===== config.mk =====
export PLATFORM = sky130hd
export DESIGN_NAME = cond_logic
export DESIGN_NICKNAME = d
export VERILOG_FILES = /design/src/rtl/cond_pkg.sv /design/src/rtl/cond_check.sv /design/src/rtl/cond_logic.sv
export SDC_FILE = /design/constraint.sdc
export NUM_CORES = 1
export LEC_CHECK = 0
export CORE_AREA = 4 4 41 43
export DETAILED_ROUTE_END_ITERATION = 12
export DIE_AREA = 0 0 45 47
export DONT_BUFFER_PORTS = 1
export PLACE_DENSITY = 0.46
export REMOVE_ABC_BUFFERS = 1
export SKIP_CTS_REPAIR_TIMING = 1
export SLEW_MARGIN = 20
export SYNTH_ARGS = -nofsm -noshare
export SYNTH_HDL_FRONTEND = slang
export SYNTH_SLANG_ARGS = --single-unit

===== constraint.sdc =====
create_clock -name clk -period 5.9 [get_ports clk]
set_input_delay 0.59 -clock clk [delete_from_list [all_inputs] [get_ports clk]]
set_output_delay 0.59 -clock clk [all_outputs]
set_load 0.03 [all_outputs]

===== src/rtl/cond_pkg.sv =====
// Shared condition-code and flag definitions for the conditional-execution logic.
package cond_pkg;

  localparam int unsigned COND_W  = 4;
  localparam int unsigned FLAGS_W = 4;
  localparam int unsigned FLAGW_W = 2;

  localparam int unsigned FLAG_N = 3;
  localparam int unsigned FLAG_Z = 2;
  localparam int unsigned FLAG_C = 1;
  localparam int unsigned FLAG_V = 0;

  localparam int unsigned FLAGW_NZ = 1;
  localparam int unsigned FLAGW_CV = 0;

  typedef enum logic [COND_W-1:0] {
    EQ = 4'b0000, NE = 4'b0001, CS = 4'b0010, CC = 4'b0011,
    MI = 4'b0100, PL = 4'b0101, VS = 4'b0110, VC = 4'b0111,
    HI = 4'b1000, LS = 4'b1001, GE = 4'b1010, LT = 4'b1011,
    GT = 4'b1100, LE = 4'b1101, AL = 4'b1110, NV = 4'b1111
  } cond_e;

endpackage


===== src/rtl/cond_check.sv =====
// Combinational condition decoder: evaluates Cond against the stored NZCV flags.
module cond_check
  import cond_pkg::*;
(
  input  logic [COND_W-1:0]  Cond,
  input  logic [FLAGS_W-1:0] Flags,
  output logic               CondEx
);

  logic n, z, c, v;

  assign n = Flags[FLAG_N];
  assign z = Flags[FLAG_Z];
  assign c = Flags[FLAG_C];
  assign v = Flags[FLAG_V];

  always_comb begin
    CondEx = 1'b1;
    case (Cond)
      EQ: CondEx = z;
      NE: CondEx = ~z;
      CS: CondEx = c;
      CC: CondEx = ~c;
      MI: CondEx = n;
      PL: CondEx = ~n;
      VS: CondEx = v;
      VC: CondEx = ~v;
      HI: CondEx = c & ~z;
      LS: CondEx = ~c | z;
      GE: CondEx = (n == v);
      LT: CondEx = (n != v);
      GT: CondEx = ~z & (n == v);
      LE: CondEx = z | (n != v);
      // NV is deliberately treated as always-execute
      AL, NV: CondEx = 1'b1;
    endcase
  end

endmodule


===== src/rtl/cond_logic.sv =====
// Conditional-execution unit: stored NZCV flags, condition check and write gating.
module cond_logic
  import cond_pkg::*;
#(
  parameter logic [FLAGS_W-1:0] FLAGS_RST = 4'b0000
) (
  input  logic               clk,
  input  logic               reset,
  input  logic [COND_W-1:0]  Cond,
  input  logic [FLAGS_W-1:0] ALUFlags,
  input  logic [FLAGW_W-1:0] FlagW,
  input  logic               PCS,
  input  logic               RegW,
  input  logic               MemW,
  input  logic               NoWrite,
  output logic               PCSrc,
  output logic               RegWrite,
  output logic               MemWrite,
  output logic               CondEx,
  output logic [FLAGS_W-1:0] Flags
);

  logic upd_nz, upd_cv;

  // CondEx sees only the stored flags, so a flag-setting instruction uses its pre-update state
  cond_check u_cond_check (
    .Cond   (Cond),
    .Flags  (Flags),
    .CondEx (CondEx)
  );

  assign upd_nz = FlagW[FLAGW_NZ] & CondEx;
  assign upd_cv = FlagW[FLAGW_CV] & CondEx;

  always_ff @(posedge clk or posedge reset) begin
    if (reset) begin
      Flags <= FLAGS_RST;
    end else begin
      if (upd_nz) Flags[FLAG_N:FLAG_Z] <= ALUFlags[FLAG_N:FLAG_Z];
      if (upd_cv) Flags[FLAG_C:FLAG_V] <= ALUFlags[FLAG_C:FLAG_V];
    end
  end

  // Architectural writes are squashed while reset is held
  assign PCSrc    = PCS  & CondEx & ~reset;
  assign RegWrite = RegW & CondEx & ~NoWrite & ~reset;
  assign MemWrite = MemW & CondEx & ~reset;

endmodule


# Word-level counts from Yosys, hierarchy flattened
# Cells that the tools add are included.
[word_totals]
romBits = 0
out_inout_bits = 8
latchBits = 0
inputBits = 16
ram_bits = 0
memories = 0
register_bits = 4
elab_cells = 41
[classes]
div_mod_pow = 0
magnitude_cmp = 0
bitwise = 19
n_eq_ne = 17
mul = 0
shift = 0
muxes = 1
add_sub_neg = 0
reduce_logical = 2
[op_table]
columns = ["operator", "n"]
rows = [
  ["$eq A4 B4 Y1 const B", 8],
  ["$eq A4 B3 Y1 const B", 4],
  ["$pmux W1 S15", 1],
  ["$and A1 B1 Y1", 11],
  ["$eq A4 B2 Y1 const B", 2],
  ["$not A1 Y1", 6],
  ["$eq A4 B1 Y1 const B", 1],
  ["$logic_not A4 Y1", 1],
  ["$or A1 B1 Y1", 2],
  ["$reduce_or A2 Y1", 1],
  ["$eq A1 B1 Y1", 1],
  ["$ne A1 B1 Y1", 1],
]

# Depth between registers and ports, before layout
[depth]
word_depth = 6
depth_mapped = 6
mapped_depth_nobuf = 5

# By module
# A second synthesis with hierarchy kept.
[unflattened]
cells_unflattened = 43
hier_area_um2 = 381.6
[modules_own_cells]
columns = ["module", "area_each_um2", "seq_area_each_um2", "cells_each", "n_inst"]
rows = [
  ["cond_check", 201.4, 0.0, 29, 1],
  ["cond_logic", 180.2, 100.1, 14, 1],
]

# Worst setup path after synthesis
# OpenSTA, ideal clock, no wires.
[synth_timing]
kind = "register to output"
startpoint = "reg Flags[0]"
endpoint = "out MemWrite"
slack_ps = 2953
n_path_buf = 0
t_required_ps = 5310
arrival_ps = 2357
stages_incl_launch_ff = 6
path_cell_list = "dfrtp_1 > xor2_1 > or4_4 > a41oi_4 > o21ai_2 > nor3b_1"
[synth_via]
elab_chain_len = 5
word_cells_on_any_way = 8
cone_classes = "eq/ne: 2; mux: 1; bitwise: 5"
[synth_rtl]
columns = ["item", "line_no", "text"]
rows = [
  ["from (decl)", "cond_logic.sv:20", "output logic [FLAGS_W-1:0] Flags"],
  ["from (signal, indexed assignment)", "cond_logic.sv:39", "if (upd_nz) Flags[FLAG_N:FLAG_Z] <= ALUFlags[FLAG_N:FLAG_Z];"],
  ["from (signal, indexed assignment)", "cond_logic.sv:40", "if (upd_cv) Flags[FLAG_C:FLAG_V] <= ALUFlags[FLAG_C:FLAG_V];"],
  ["$ne A1 B1 Y1 or $eq A1 B1 Y1 (tied branches)", "n/a", ""],
  ["$or A1 B1 Y1 or $and A1 B1 Y1 (tied branches)", "cond_check.sv:33, cond_check.sv:32", ""],
  ["$pmux W1 S15 (*)", "cond_check.sv:19", "case (Cond)"],
  ["$and A1 B1 Y1 (*) (2 in a row)", "cond_logic.sv:47", "assign MemWrite = MemW & CondEx & ~reset;"],
  ["to (decl)", "cond_logic.sv:18", "output logic MemWrite,"],
]
# Every way passes the cells marked *; elsewhere a longest branch is shown, timed or not.

# Worst setup path in the final report
# Same ends and word-level chain as after synthesis.

==> metrics <==
row cnt=13; Slew Viols, Final=0; fin nets=67; initial core utilization=33.3%; vias in the first global route=about 420; CTS tree=yes; layout cell share with drive strength beyond 1=20.4%; initial antenna violation count=0; FF+latch count, synth=4; crit share post-route=56.4%; Netlist cell types=30; Final Hold Viols=0; RSZ-0062 raised after global routing=no; Synth Warn #=0; diodes inserted=0; DR pass1 iterations=4; max-cap violations=0; die width=45 um; Final Instance Count excl. Fillers=64; ANT nets after route=0; Startpoint Class=flop; Slew headroom=between 30% and 40%; R2R Setup Slk=approximately 3800 ps; # setup viols final=0; register area share after synthesis=between 20% and 30%; Int Pwr=about 0.000091 W; Final Critical Period=3330 ps; DPL Wire Length=901 um; synth-to-layout area growth=7.80%; largest net degree at the start of global routing=10; PwrDens=between 300 and 400 nW/um^2; Hold Path Class=input port to asynchronous set/reset pin; data arrival time of the critical path=~2700 ps; CTS Sinks=4; reg2reg path depth=5; gr usage total=around 11%; Final GP Congestion=about 0.65; Max Buffers Root-to-Sink=2; max FFs per register=4; Clock power frac=18.4%; clock skew=just under 9 ps; CTS buffer count=3; Vias=391; clock-pin slew on the worst setup and hold paths=40 ps; CP Capture Type=output pin; TNS Setup=0 ps; core area=1300 um^2; CTS root buffer=clkbuf_4; Inst Count DP=between 60 and 70; crit path kind=flop to output pin; Top reg by flops=Flags; largest registers=Flags: 4 flops; DIE AREA=between 2000 and 2500 um^2; Max Fclk=about 0.3 GHz; Syn Area/Cell=a little over 9 um^2; switching power=around 0.000094 W; Sw Ratio=approximately half; P_leak=between 0.15 and 0.2 nW; RR Startpoint=Flags[0]; Worst R2R End=Flags[1]; H-tree depth=1; status=finished clean; port bufs=0; Gate Count Post-Synth=47; worst skew pair latency=roughly 240 ps; number of remaining DRC errors=0; 1st-iter DRT viols=7; CP Data Required Time=about 5300 ps; cell area after synthesis=433 um^2; global-route wire length before repair=around 1.7 mm; sequential power share=44.4%; Comb power frac=between 30% and 40%; num ports=24; Die Span Y=~47 um; Crit Path Max Fanout=5; Avg WL per Cell=between 15 and 20 um; DRT Wirelength=1.08 mm; routed vias/inst=6.11; GR Overflow Total=0; Least-Margin Pin Slew=a little under 1000 ps; Worst VDD drop=about 0.00019 V
-- power groups by stage --
| stage | combinational, W | sequential (W) | clock [W] |
|---|---|---|---|
| floorplan | 0.0000613 | 0.0000761 | 0 |
| global placement | 0.0000672 | 0.0000818 | 0 |
| detailed placement | 0.0000688 | 0.0000828 | 0 |
| CTS | 0.0000691 | 0.0000824 | 0.0000355 |
| global route | 0.0000745 | 0.0000847 | 0.0000378 |
| finish | 0.0000688 | 0.0000821 | 0.0000341 |
-- cell type report --
class / instances / area (um^2)
sequential: 4 / 100
tap: 15 / 18.8
clock buffer: 3 / 22.5
inverter: 6 / 22.5
multi-input combinational: 36 / 303
fill: 151 / 835
-- worst max-delay path by stage --
stage	slack, ps	from	depth (start not counted)	to
after floorplan	2950	Flags[0]	5	MemWrite
after global placement	2830	Flags[0]	5	MemWrite
after detailed placement	2790	Flags[3]	5	MemWrite
after CTS	2540	Flags[3]	5	MemWrite
after global routing	2420	Flags[3]	5	MemWrite
final	2570	Flags[0]	5	MemWrite
-- synthesized netlist by cell type --
library cell / number / area (um^2)
inv_1: 6 / 22.5
nand2_1: 5 / 18.8
dfrtp_1: 4 / 100
nor3b_1: 3 / 22.5
mux2_1: 2 / 22.5
nand3_1: 2 / 10.0
o211ai_1: 2 / 15.0
a211o_1: 1 / 8.76
a211o_2: 1 / 10.0
a21oi_1: 1 / 5.00
a2bb2o_1: 1 / 10.0
a311o_1: 1 / 10.0
a41oi_4: 1 / 27.5
and3b_1: 1 / 8.76
buf_4: 1 / 7.51
mux2i_1: 1 / 10.0
nand3b_1: 1 / 7.51
nor2b_1: 1 / 6.26
nor4_1: 1 / 6.26
nor4b_2: 1 / 15.0
o2111ai_1: 1 / 8.76
o211ai_2: 1 / 12.5
o21ai_0: 1 / 5.00
o21ai_2: 1 / 8.76
o2bb2ai_1: 1 / 8.76
or2b_1: 1 / 7.51
or2b_2: 1 / 8.76
or4_4: 1 / 11.3
xnor2_1: 1 / 8.76
xor2_1: 1 / 8.76
-- logic make-up after synthesis --
family | synth area share, %
AO/OA/AOI/OAI | 30.1
XOR/XNOR | 4.05
buffers and inverters | 6.94
flip-flops | 23.1
multiplexers | 7.51
AND/OR/NAND/NOR | 28.3
-- per-layer routing --
layer  up-vias  track usage [%]  part of all wire [%]
li1        184                -                     -
met1       187             11.9                    37
met2        18             18.4                    53
met3         2             3.07                   9.0
met4         0             8.77                  0.74
met5         -                0                     0
-- placed cells by master, fill, tap and decap left out, drive strengths merged, types with 2 or more instances in the layout --
| cell type | count |
|---|---|
| a211o | 2 |
| clkbuf | 3 |
| dfrtp | 4 |
| inv | 6 |
| mux2 | 2 |
| nand2 | 5 |
| nand3 | 2 |
| nor3b | 3 |
| o211ai | 3 |
| o21ai | 2 |
| or2b | 2 |
-- stage by stage --
stage / setup WS (ps) / hold slack (ps) / power (W) / instance area [um^2] / utilization, %
after detailed placement: 2790 / 376 / 0.000152 / 444 / 34.1
after floorplan: 2950 / 356 / 0.000137 / 425 / -
after global placement: 2830 / 370 / 0.000149 / 444 / 34.1
after global routing: 2420 / 126 / 0.000197 / 467 / 35.9
after CTS: 2540 / 121 / 0.000187 / 467 / 35.9
final: 2570 / 123 / 0.000185 / 467 / 35.9
-- worst max-delay path, stage by stage (launching register included) --
cell     delay, ps
dfrtp_1        530
xor2_1         240
or4_4          520
a41oi_4        270
o21ai_2        130
nor3b_1        800
No activity file was read; power rests on OpenSTA's default activity.
